===== config.mk =====
export PLATFORM = sky130hd
export DESIGN_NAME = gpu_wb_write_master
export DESIGN_NICKNAME = d
export VERILOG_FILES = /design/src/rtl/gpu_bus_pkg.sv /design/src/rtl/gpu_wb_req_fifo.sv /design/src/rtl/gpu_wb_write_master.sv
export SDC_FILE = /design/constraint.sdc
export NUM_CORES = 1
export LEC_CHECK = 0
export CAP_MARGIN = 20
export CELL_PAD_IN_SITES_DETAIL_PLACEMENT = 1
export CELL_PAD_IN_SITES_GLOBAL_PLACEMENT = 1
export CORE_MARGIN = 3
export CORE_UTILIZATION = 30
export CTS_CLUSTER_DIAMETER = 100
export DETAILED_ROUTE_END_ITERATION = 8
export PLACE_DENSITY_LB_ADDON = 0.1
export RECOVER_POWER = 100
export SYNTH_ARGS = -nofsm -noshare
export SYNTH_HDL_FRONTEND = slang
export SYNTH_SLANG_ARGS = --single-unit

===== constraint.sdc =====
create_clock -name clk -period 3.1 [get_ports clk]
set_clock_uncertainty 0.2 [all_clocks]
set_input_delay 0.775 -clock clk [delete_from_list [all_inputs] [get_ports clk]]
set_output_delay 0.775 -clock clk [all_outputs]
set_load 0.05 [all_outputs]

===== src/rtl/gpu_bus_pkg.sv =====
// Shared definitions for the CPU-to-GPU Wishbone write path: bus widths,
// GPU region map, request layout and write-master FSM encoding.
package gpu_bus_pkg;

  localparam int WB_ADDR_W = 27;
  localparam int WB_DATA_W = 32;
  localparam int WB_SEL_W  = 4;

  localparam logic [WB_ADDR_W-1:0] REGION_CR_BASE      = 27'h000_0000;
  localparam logic [WB_ADDR_W-1:0] REGION_SPIRIT_BASE  = 27'h000_0100;
  localparam logic [WB_ADDR_W-1:0] REGION_SPIRIT_LAST  = 27'h000_0FFF;
  localparam logic [WB_ADDR_W-1:0] REGION_TILEMAP_BASE = 27'h000_1000;
  localparam logic [WB_ADDR_W-1:0] REGION_TEXTURE_BASE = 27'h000_2000;

  typedef struct packed {
    logic [WB_ADDR_W-1:0] addr;
    logic [WB_DATA_W-1:0] data;
    logic [WB_SEL_W-1:0]  sel;
  } wb_req_t;

  typedef enum logic [1:0] {
    ST_IDLE   = 2'd0,
    ST_ACTIVE = 2'd1,
    ST_GAP    = 2'd2
  } wb_state_e;

  function automatic logic [7:0] sat_inc8(input logic [7:0] v);
    return (v == 8'hFF) ? v : v + 8'd1;
  endfunction

endpackage


===== src/rtl/gpu_wb_req_fifo.sv =====
// Request buffer for the Wishbone write master. Ready is registered from the
// next occupancy, so it never allows a push into a full buffer.
module gpu_wb_req_fifo
  import gpu_bus_pkg::*;
#(
  parameter int DEPTH = 4
) (
  input  logic                   clk,
  input  logic                   reset_n,
  input  logic                   i_push,
  input  wb_req_t                i_data,
  input  logic                   i_pop,
  output wb_req_t                o_head,
  output logic                   o_ready,
  output logic                   o_empty,
  output logic [$clog2(DEPTH):0] o_count
);

  localparam int AW = $clog2(DEPTH);
  localparam logic [AW:0]   FULL_CNT = (AW + 1)'(DEPTH);
  localparam logic [AW:0]   CNT_ONE  = (AW + 1)'(1);
  localparam logic [AW-1:0] PTR_ONE  = AW'(1);

  wb_req_t       r_mem [DEPTH];
  logic [AW-1:0] r_wr_ptr;
  logic [AW-1:0] r_rd_ptr;
  logic [AW:0]   r_count;
  logic          r_ready;
  logic [AW:0]   w_count_nxt;
  logic          w_push;
  logic          w_pop;

  assign w_push = i_push & r_ready;
  assign w_pop  = i_pop & (r_count != '0);

  always_comb begin
    w_count_nxt = r_count;
    if (w_push && !w_pop) begin
      w_count_nxt = r_count + CNT_ONE;
    end else if (!w_push && w_pop) begin
      w_count_nxt = r_count - CNT_ONE;
    end
  end

  // Power-of-two depth: pointers wrap by natural overflow.
  always_ff @(posedge clk) begin
    if (!reset_n) begin
      r_wr_ptr <= '0;
      r_rd_ptr <= '0;
      r_count  <= '0;
      r_ready  <= 1'b0;
    end else begin
      if (w_push) r_wr_ptr <= r_wr_ptr + PTR_ONE;
      if (w_pop)  r_rd_ptr <= r_rd_ptr + PTR_ONE;
      r_count <= w_count_nxt;
      r_ready <= (w_count_nxt != FULL_CNT);
    end
  end

  always_ff @(posedge clk) begin
    if (w_push) r_mem[r_wr_ptr] <= i_data;
  end

  assign o_head  = r_mem[r_rd_ptr];
  assign o_ready = r_ready;
  assign o_empty = (r_count == '0);
  assign o_count = r_count;

endmodule


===== src/rtl/gpu_wb_write_master.sv =====
// Buffers CPU stores and issues them as single-beat Wishbone writes to the GPU
// slave port, holding stb for the slave's write phase and aborting on timeout.
module gpu_wb_write_master
  import gpu_bus_pkg::*;
#(
  parameter int FIFO_DEPTH     = 4,
  parameter int MIN_STB_CYCLES = 2,
  parameter int TIMEOUT_CYCLES = 255
) (
  input  logic                 clk,
  input  logic                 reset_n,
  input  logic                 i_req_valid,
  output logic                 o_req_ready,
  input  logic [WB_ADDR_W-1:0] i_req_addr,
  input  logic [WB_DATA_W-1:0] i_req_data,
  input  logic [WB_SEL_W-1:0]  i_req_sel,
  output logic                 wb_cyc_o,
  output logic                 wb_stb_o,
  output logic                 wb_we_o,
  output logic [WB_ADDR_W-1:0] wb_adr_o,
  output logic [WB_DATA_W-1:0] wb_dat_o,
  output logic [WB_SEL_W-1:0]  wb_sel_o,
  input  logic                 wb_ack_i,
  output logic                 o_busy,
  output logic                 o_timeout,
  output logic [7:0]           o_timeout_cnt
);

  localparam int CNT_W = $clog2(FIFO_DEPTH) + 1;
  localparam logic [7:0] MIN_HOLD     = 8'(MIN_STB_CYCLES);
  localparam logic [7:0] TIMEOUT_HOLD = 8'(TIMEOUT_CYCLES);

  wb_state_e            r_state;
  wb_state_e            w_state_nxt;
  logic [7:0]           r_hold_cnt;
  logic [WB_ADDR_W-1:0] r_adr;
  logic [WB_DATA_W-1:0] r_dat;
  logic [WB_SEL_W-1:0]  r_sel;
  logic                 r_timeout;
  logic [7:0]           r_timeout_cnt;

  wb_req_t              w_req;
  wb_req_t              w_head;
  logic                 w_empty;
  logic [CNT_W-1:0]     w_count;
  logic                 w_pop;
  logic                 w_abort;

  assign w_req = {i_req_addr, i_req_data, i_req_sel};

  gpu_wb_req_fifo #(
    .DEPTH (FIFO_DEPTH)
  ) u_req_fifo (
    .clk     (clk),
    .reset_n (reset_n),
    .i_push  (i_req_valid),
    .i_data  (w_req),
    .i_pop   (w_pop),
    .o_head  (w_head),
    .o_ready (o_req_ready),
    .o_empty (w_empty),
    .o_count (w_count)
  );

  always_ff @(posedge clk) begin
    if (!reset_n) r_state <= ST_IDLE;
    else          r_state <= w_state_nxt;
  end

  // Acks before MIN_HOLD are ignored: the slave acks ahead of its write strobe.
  always_comb begin
    w_state_nxt = r_state;
    w_pop       = 1'b0;
    w_abort     = 1'b0;
    case (r_state)
      ST_IDLE: begin
        if (!w_empty) begin
          w_pop       = 1'b1;
          w_state_nxt = ST_ACTIVE;
        end
      end
      ST_ACTIVE: begin
        if (wb_ack_i && (r_hold_cnt >= MIN_HOLD)) begin
          w_state_nxt = ST_GAP;
        end else if (r_hold_cnt == TIMEOUT_HOLD) begin
          w_abort     = 1'b1;
          w_state_nxt = ST_GAP;
        end
      end
      ST_GAP:  w_state_nxt = ST_IDLE;
      default: w_state_nxt = ST_IDLE;
    endcase
  end

  always_ff @(posedge clk) begin
    if (!reset_n) begin
      r_adr         <= '0;
      r_dat         <= '0;
      r_sel         <= '0;
      r_hold_cnt    <= '0;
      r_timeout     <= 1'b0;
      r_timeout_cnt <= '0;
    end else begin
      r_timeout <= w_abort;
      if (w_abort) r_timeout_cnt <= sat_inc8(r_timeout_cnt);
      if (w_pop) begin
        r_adr      <= w_head.addr;
        r_dat      <= w_head.data;
        r_sel      <= w_head.sel;
        r_hold_cnt <= 8'd1;
      end else if (r_state == ST_ACTIVE && w_state_nxt == ST_ACTIVE) begin
        r_hold_cnt <= r_hold_cnt + 8'd1;
      end
    end
  end

  assign wb_cyc_o      = (r_state == ST_ACTIVE);
  assign wb_stb_o      = (r_state == ST_ACTIVE);
  assign wb_we_o       = (r_state == ST_ACTIVE);
  assign wb_adr_o      = r_adr;
  assign wb_dat_o      = r_dat;
  assign wb_sel_o      = r_sel;
  assign o_busy        = (w_count != '0) | (r_state != ST_IDLE);
  assign o_timeout     = r_timeout;
  assign o_timeout_cnt = r_timeout_cnt;

endmodule


=== After elaboration in Yosys (flattened, before gate mapping) ===
Memories as Yosys holds them, arrays and structs flattened. A register that Yosys moved wholly into a read port is not among the register bits.
Cells that the tools add are included.

* Add/sub/neg operators: 6
* Order comparisons: 1
* Equality and inequality tests: 5
* Muxes and demuxes: 15
* Bitwise logic cells: 5
* Reductions and logical operators: 14

{| class="wikitable"
|+ Operator list
! kind !! number
|-
| 8-bit by 1-bit adder with 8-bit output (second input constant) || 2
|-
| 8-bit equality test (second input constant) || 2
|-
| 1-bit 2-to-1 mux || 9
|-
| 8-bit by 2-bit greater-or-equal comparator with 1-bit output (second input constant) || 1
|-
| 2-bit 2-to-1 mux || 3
|-
| 3-bit 2-to-1 mux || 2
|-
| 2-bit by 1-bit adder with 2-bit output (second input constant) || 2
|-
| 2-bit by 1-bit equality test with 1-bit output (second input constant) || 2
|-
| 1-bit logical AND || 4
|-
| 2-bit one-hot mux with 2 select lines || 1
|-
| 2-bit nonzero test || 2
|-
| 3-bit by 1-bit adder with 3-bit output (second input constant) || 1
|-
| 1-bit logical NOT || 3
|-
| 3-bit logical NOT || 1
|-
| 3-bit != test (second input constant) || 1
|-
| 3-bit nonzero test || 1
|-
| 3-bit by 1-bit subtractor with 3-bit output (second input constant) || 1
|-
| 1-bit AND || 2
|-
| 2-bit logical NOT || 1
|-
| 1-bit inverter || 2
|-
| 2-bit AND reduction || 1
|-
| 2-bit OR reduction || 1
|-
| 1-bit bitwise OR || 1
|}

* Register bits after elaboration: 27
* Bits in writable memories: 252
* Input bits: 67
* Output and inout port bits: 77
* Logic and storage cells: 56
* Memories: 1

{| class="wikitable"
|+ Memories
! name !! depth !! bits a word !! rd ports !! clocked after memory_dff !! write ports !! line !! source
|-
| u_req_fifo.r_mem || 4 || 63 || 1 || 1 || 1 || gpu_wb_req_fifo.sv:24 || <nowiki>wb_req_t r_mem [DEPTH];</nowiki>
|}

=== Logic depth before layout (Yosys ltp) ===
* Word-level depth: 8
* Mapped depth: 8
* Gate-level depth less buffers: 7

=== Modules after synthesis ===
A second synthesis with hierarchy kept.

* Cell total of the unflattened synthesis: 771
* Area, all modules: 12752.2 µm²

{| class="wikitable"
|+ By module, submodules not included
! module !! times used !! cells each !! area an instance (µm²) !! sequential area each (µm²)
|-
| gpu_wb_req_fifo || 1 || 387 || 9608.0 || 7767.4
|-
| gpu_wb_write_master || 1 || 384 || 3144.3 || 1641.6
|}

=== Worst setup path before layout ===
OpenSTA, ideal clock, no wires.

* Path kind: reg2reg
* Start point: register u_req_fifo.r_ready (netlist: u_req_fifo.o_ready)
* End point: memory u_req_fifo.r_mem[1][0] in the netlist's numbering, enable pin
* Library setup time: 428 ps
* Arrival: 2331 ps
* Data required time: 2472 ps
* Slack: 141 ps
* Cell stages (with the launch flop): 2
* Path buffers: 0
* Clock period less this slack: 2959 ps
* Cells stage by stage: dfxtp_1 and3_1

* Longest elaborated chain between the ends: 3

{| class="wikitable"
|+ Ends and longest elaborated chain
! item !! line !! source
|-
| start, declared || gpu_wb_req_fifo.sv:28 || <nowiki>logic r_ready;</nowiki>
|-
| start signal, assigned || gpu_wb_req_fifo.sv:56 || <nowiki>r_ready <= (w_count_nxt != FULL_CNT);</nowiki>
|-
| 1-bit AND || gpu_wb_req_fifo.sv:33 || <nowiki>assign w_push = i_push & r_ready;</nowiki>
|-
| 1-bit 2-to-1 mux || gpu_wb_req_fifo.sv:61 || <nowiki>if (w_push) r_mem[r_wr_ptr] <= i_data;</nowiki>
|-
| 1-bit 2-to-1 mux (implied by the code) || gpu_wb_req_fifo.sv:61 ||
|-
| end, declared || gpu_wb_req_fifo.sv:24 ||
|}

No other way between the ends.

=== Worst setup path in the final report ===
* Start point: register u_req_fifo.r_count[0] (netlist: u_req_fifo.o_count[0])
* End point: output port o_busy

* Longest elaborated chain between the ends: 2

{| class="wikitable"
|+ Ends and longest elaborated chain
! item !! line !! source
|-
| start, declared || gpu_wb_req_fifo.sv:27 || <nowiki>logic [AW:0] r_count;</nowiki>
|-
| start signal, assigned || gpu_wb_req_fifo.sv:55 || <nowiki>r_count <= w_count_nxt;</nowiki>
|-
| 3-bit nonzero test || gpu_wb_write_master.sv:123 || <nowiki>assign o_busy = (w_count != '0) | (r_state != ST_IDLE);</nowiki>
|-
| 1-bit bitwise OR || gpu_wb_write_master.sv:123 ||
|-
| end, declared || gpu_wb_write_master.sv:24 || <nowiki>output logic o_busy,</nowiki>
|}

No other way between the ends.

==> metrics.md <==
| Metric | Value |
|---|---|
| Number of synthesized flops with an enable pin | `252` |
| Post-cts resize count | `4` |
| CTS buffer count | `39` |
| Synth top cells by count | `edfxtp_1 (252), nand2_1 (138), dfxtp_1 (90)` |
| Fin crit period | `just under 3 ns` |
| DP HPWL | `roughly 18000 um` |
| FF+latch count, synth | `about 340` |
| Design Area, Final | `roughly 0.016 mm2` |
| Synth Cell Area | `approximately 0.013 mm2` |
| Die width | `211 um` |
| Clock Latency Late Sink | `between 0.5 and 0.6 ns` |
| Leakage | `between 5 and 6 nW` |
| Setup violations, final | `0` |
| CTS hold repair buffers | `0` |
| Final ANT Viol Nets | `0` |
| Most common cell in the netlist | `edfxtp_1` |
| Avg Cell Area, Syn | `about 17 um2` |
| Setup crit end kind | `primary output` |
| Initial core utilization | `30.6%` |
| Crit Path Class | `register to primary output` |
| FP Rows | `between 70 and 80` |
| Share of the synthesized area in the top cell type | `roughly 60%` |
| CP Cell Sequence | `inv_1 -> ha_1 -> nor2b_1 -> nand2_1 -> dlygate4sd2_1` |
| Max-cap violations | `0` |
| Relative slew slack | `between 8 and 9%` |
| Status | `complete, no violations` |
| TritonCTS clock tree | `built` |
| Grt ovf | `0` |
| Worst Tran Pin Value | `approximately 1.4 ns` |
| Ports | `about 140` |
| CP Max Fanout | `3` |
| Synthesis Warnings | `0` |
| Worst hold path depth | `2` |
| Slowest stage delay, CP | `0.44 ns` |
| Sequential area share after synthesis | `roughly three quarters` |
| DRT Wirelength | `29500 um` |
| Layout cells sized above 1 | `roughly 16%` |
| Worst reg2reg path depth | `7` |
| DRT iter0 DRCs | `around 390` |
| Reg-to-reg slack, setup | `roughly 0.38 ns` |
| Antenna violations before repair | `6` |
| Clock Sink Count | `between 300 and 400` |
| Nets | `~1000` |
| Vias in the first global route | `7460` |
| Peak supply drop | `roughly 0.00041 V` |
| Die Y | `roughly 210 um` |
| Core area | `roughly 0.04 mm2` |
| Largest net degree at the start of global routing | `64` |
| Slew Limit Fails | `0` |
| Root Driver | `clkbuf_16` |
| Vias per cell | `4.67` |
| IO Port Bufs | `143` |
| Vias | `approximately 6900` |
| Area growth from synthesis to layout | `27.2%` |
| Req. time, crit path | `2.12 ns` |
| First-pass DRT Iterations | `4` |
| CTS Buffer Depth | `3` |
| Routed WL per cell | `19.8 um` |
| Yosys cell types | `40` |
| Ys async rst share | `0%` |
| RSZ-0062 raised after global routing | `no` |
| Tcrit/Tclk final | `94.3%` |
| Critical path launch point type | `register` |
| Net count after synthesis | `about 840` |
| Worst-path clk slew | `~0.060 ns` |
| RD Place Congestion | `0.704` |
| Delay-heaviest family, CP | `buffers and inverters` |
| Worst Path Buf+Inv | `2` |
| Tot GR Track Use | `between 10% and 20%` |
| Total power | `approximately 0.016 W` |
| Post-Syn Instances | `around 760` |
| Worst hold path class | `register to register` |
| Dpl cell area | `between 0.01 and 0.015 mm2` |
| Dominant synthesized flop cell | `edfxtp_1` |
| H-tree levels | `2` |
| Synth area leaders | `edfxtp_1 (60%), dfxtp_1 (14%), mux4_2 (11%)` |
| DRC | `0` |
| Hold Fails Final Rpt | `0` |
| CP max stage cell | `dlygate4sd2_1` |
| Critical path depth | `5` |
| Die area | `~0.044 mm2` |
| Worst Path Arrival | `about 2 ns` |
| Cell Pwr Density | `975 mW/mm2` |
| Highest Clock Rate | `roughly 0.34 GHz` |
| Fin Setup TNS | `0 ns` |
| Post-CTS Setup Repair Bufs | `0` |
| First-pass GRT wire length | `around 45000 um` |
| Synth area leader | `edfxtp_1` |
## layout by cell type (no fill, tap or decap), types with 2 or more instances in the layout
cell           Yosys  final
xnor2_1            8      8
and3_1             5      3
dlygate4sd2_1      0      4
mux4_2            63     63
diode_2            0      3
clkbuf_8           0     10
nor3_1             2      3
xor2_1             4      4
and3_2             0      2
clkbuf_4           0      2
nand2_1          138    138
or4_1              2      2
clkbuf_2           0     10
nor4_1             2      2
clkinv_2           0      7
dfxtp_4            0      2
o21ai_0            6      6
dlygate4sd3_1      0    138
clkbuf_1          25     10
bufinv_16          0      3
o31ai_1            2      2
ha_1              10     10
nand3_1           10     10
inv_1              7      7
edfxtp_1         252    252
or3_1              5      5
clkbuf_16          0     41
buf_12             0      3
nand3b_1           2      2
nor2_1            19     19
dfxtp_1           90     88
a21oi_1           73     73
nor4_2             2      2
a211oi_1           2      2
buf_4              2      4
## report_power, final
group / switching [W] / leakage [nW] / total (W) / internal (W)
combinational: 0.00318 / 1.73 / 0.00478 / 0.00160
sequential: 0.000412 / 3.03 / 0.00612 / 0.00571
clock: 0.00178 / 0.659 / 0.00469 / 0.00291
total: 0.00537 / 5.42 / 0.0156 / 0.0102
## metrics by stage
step / std cells / setup slack, ns / hold slack, ns / utilization (%)
after floorplan: 761 / 0.141 / 0.269 / -
after global placement: 1415 / 0.362 / 0.242 / 35.9
after detailed placement: 1415 / 0.365 / 0.250 / 35.9
after CTS: 1486 / 0.106 / 0.259 / 39.2
after global routing: 1486 / 0.0465 / 0.274 / 38.9
final: 1489 / 0.175 / 0.250 / 38.9
## worst min-delay path: stages (launching register included)
cell	delay (ns)
dfxtp_1	0.30
nand2_1	0.05
a21oi_1	0.05
## routing by layer
metal | vias to the layer above | GRT usage [%] | routed length [um]
li1 | 3219 | - | -
met3 | 58 | 3.30 | 1540
met5 | - | 0 | 38
met4 | 6 | 4.20 | 605
met2 | 151 | 21.6 | 14000
met1 | 3514 | 18.2 | 13400
## state kept, by name, indices dropped and copies added, names as in the netlist, 2 cells and up
signal and cells:
r_state 2, wb_dat_o 32, u_req_fifo.o_count 3, r_hold_cnt 8
wb_sel_o 4, u_req_fifo.r_wr_ptr 2, u_req_fifo.r_mem 252, o_timeout_cnt 8
wb_adr_o 27, u_req_fifo.r_rd_ptr 2
## cell families after synthesis
| family | Yosys count | synth area share [%] |
|---|---|---|
| DFF | 342 | 74.6 |
| and+or+nand+nor | 196 | 6.78 |
| xor gates and xnor gates | 12 | 0.836 |
| adders and majority gates | 11 | 1.08 |
| muxes | 64 | 11.4 |
| buffers and inverters | 48 | 1.62 |
| AOI/OAI and AO/OA | 88 | 3.76 |
## cell type report
cell class	instances	area [um2]
clock inverters	10	125
diodes	3	7.51
flip-flops and latches	342	9380
inverters	8	31.3
well taps	532	666
multi-input cells	371	3000
fillers	4182	25100
clock buffers	61	1200
repair buffers	162	1580
## worst paths after layout
| check | from | endpoint |
|---|---|---|
| min | wb_adr_o[8] | wb_adr_o[8] |
| max reg2reg | u_req_fifo.o_count[0] | wb_adr_o[11] |
| min reg2reg | wb_adr_o[8] | wb_adr_o[8] |
| max | u_req_fifo.o_count[0] | o_busy |
(Power assumes the default switching activity.)
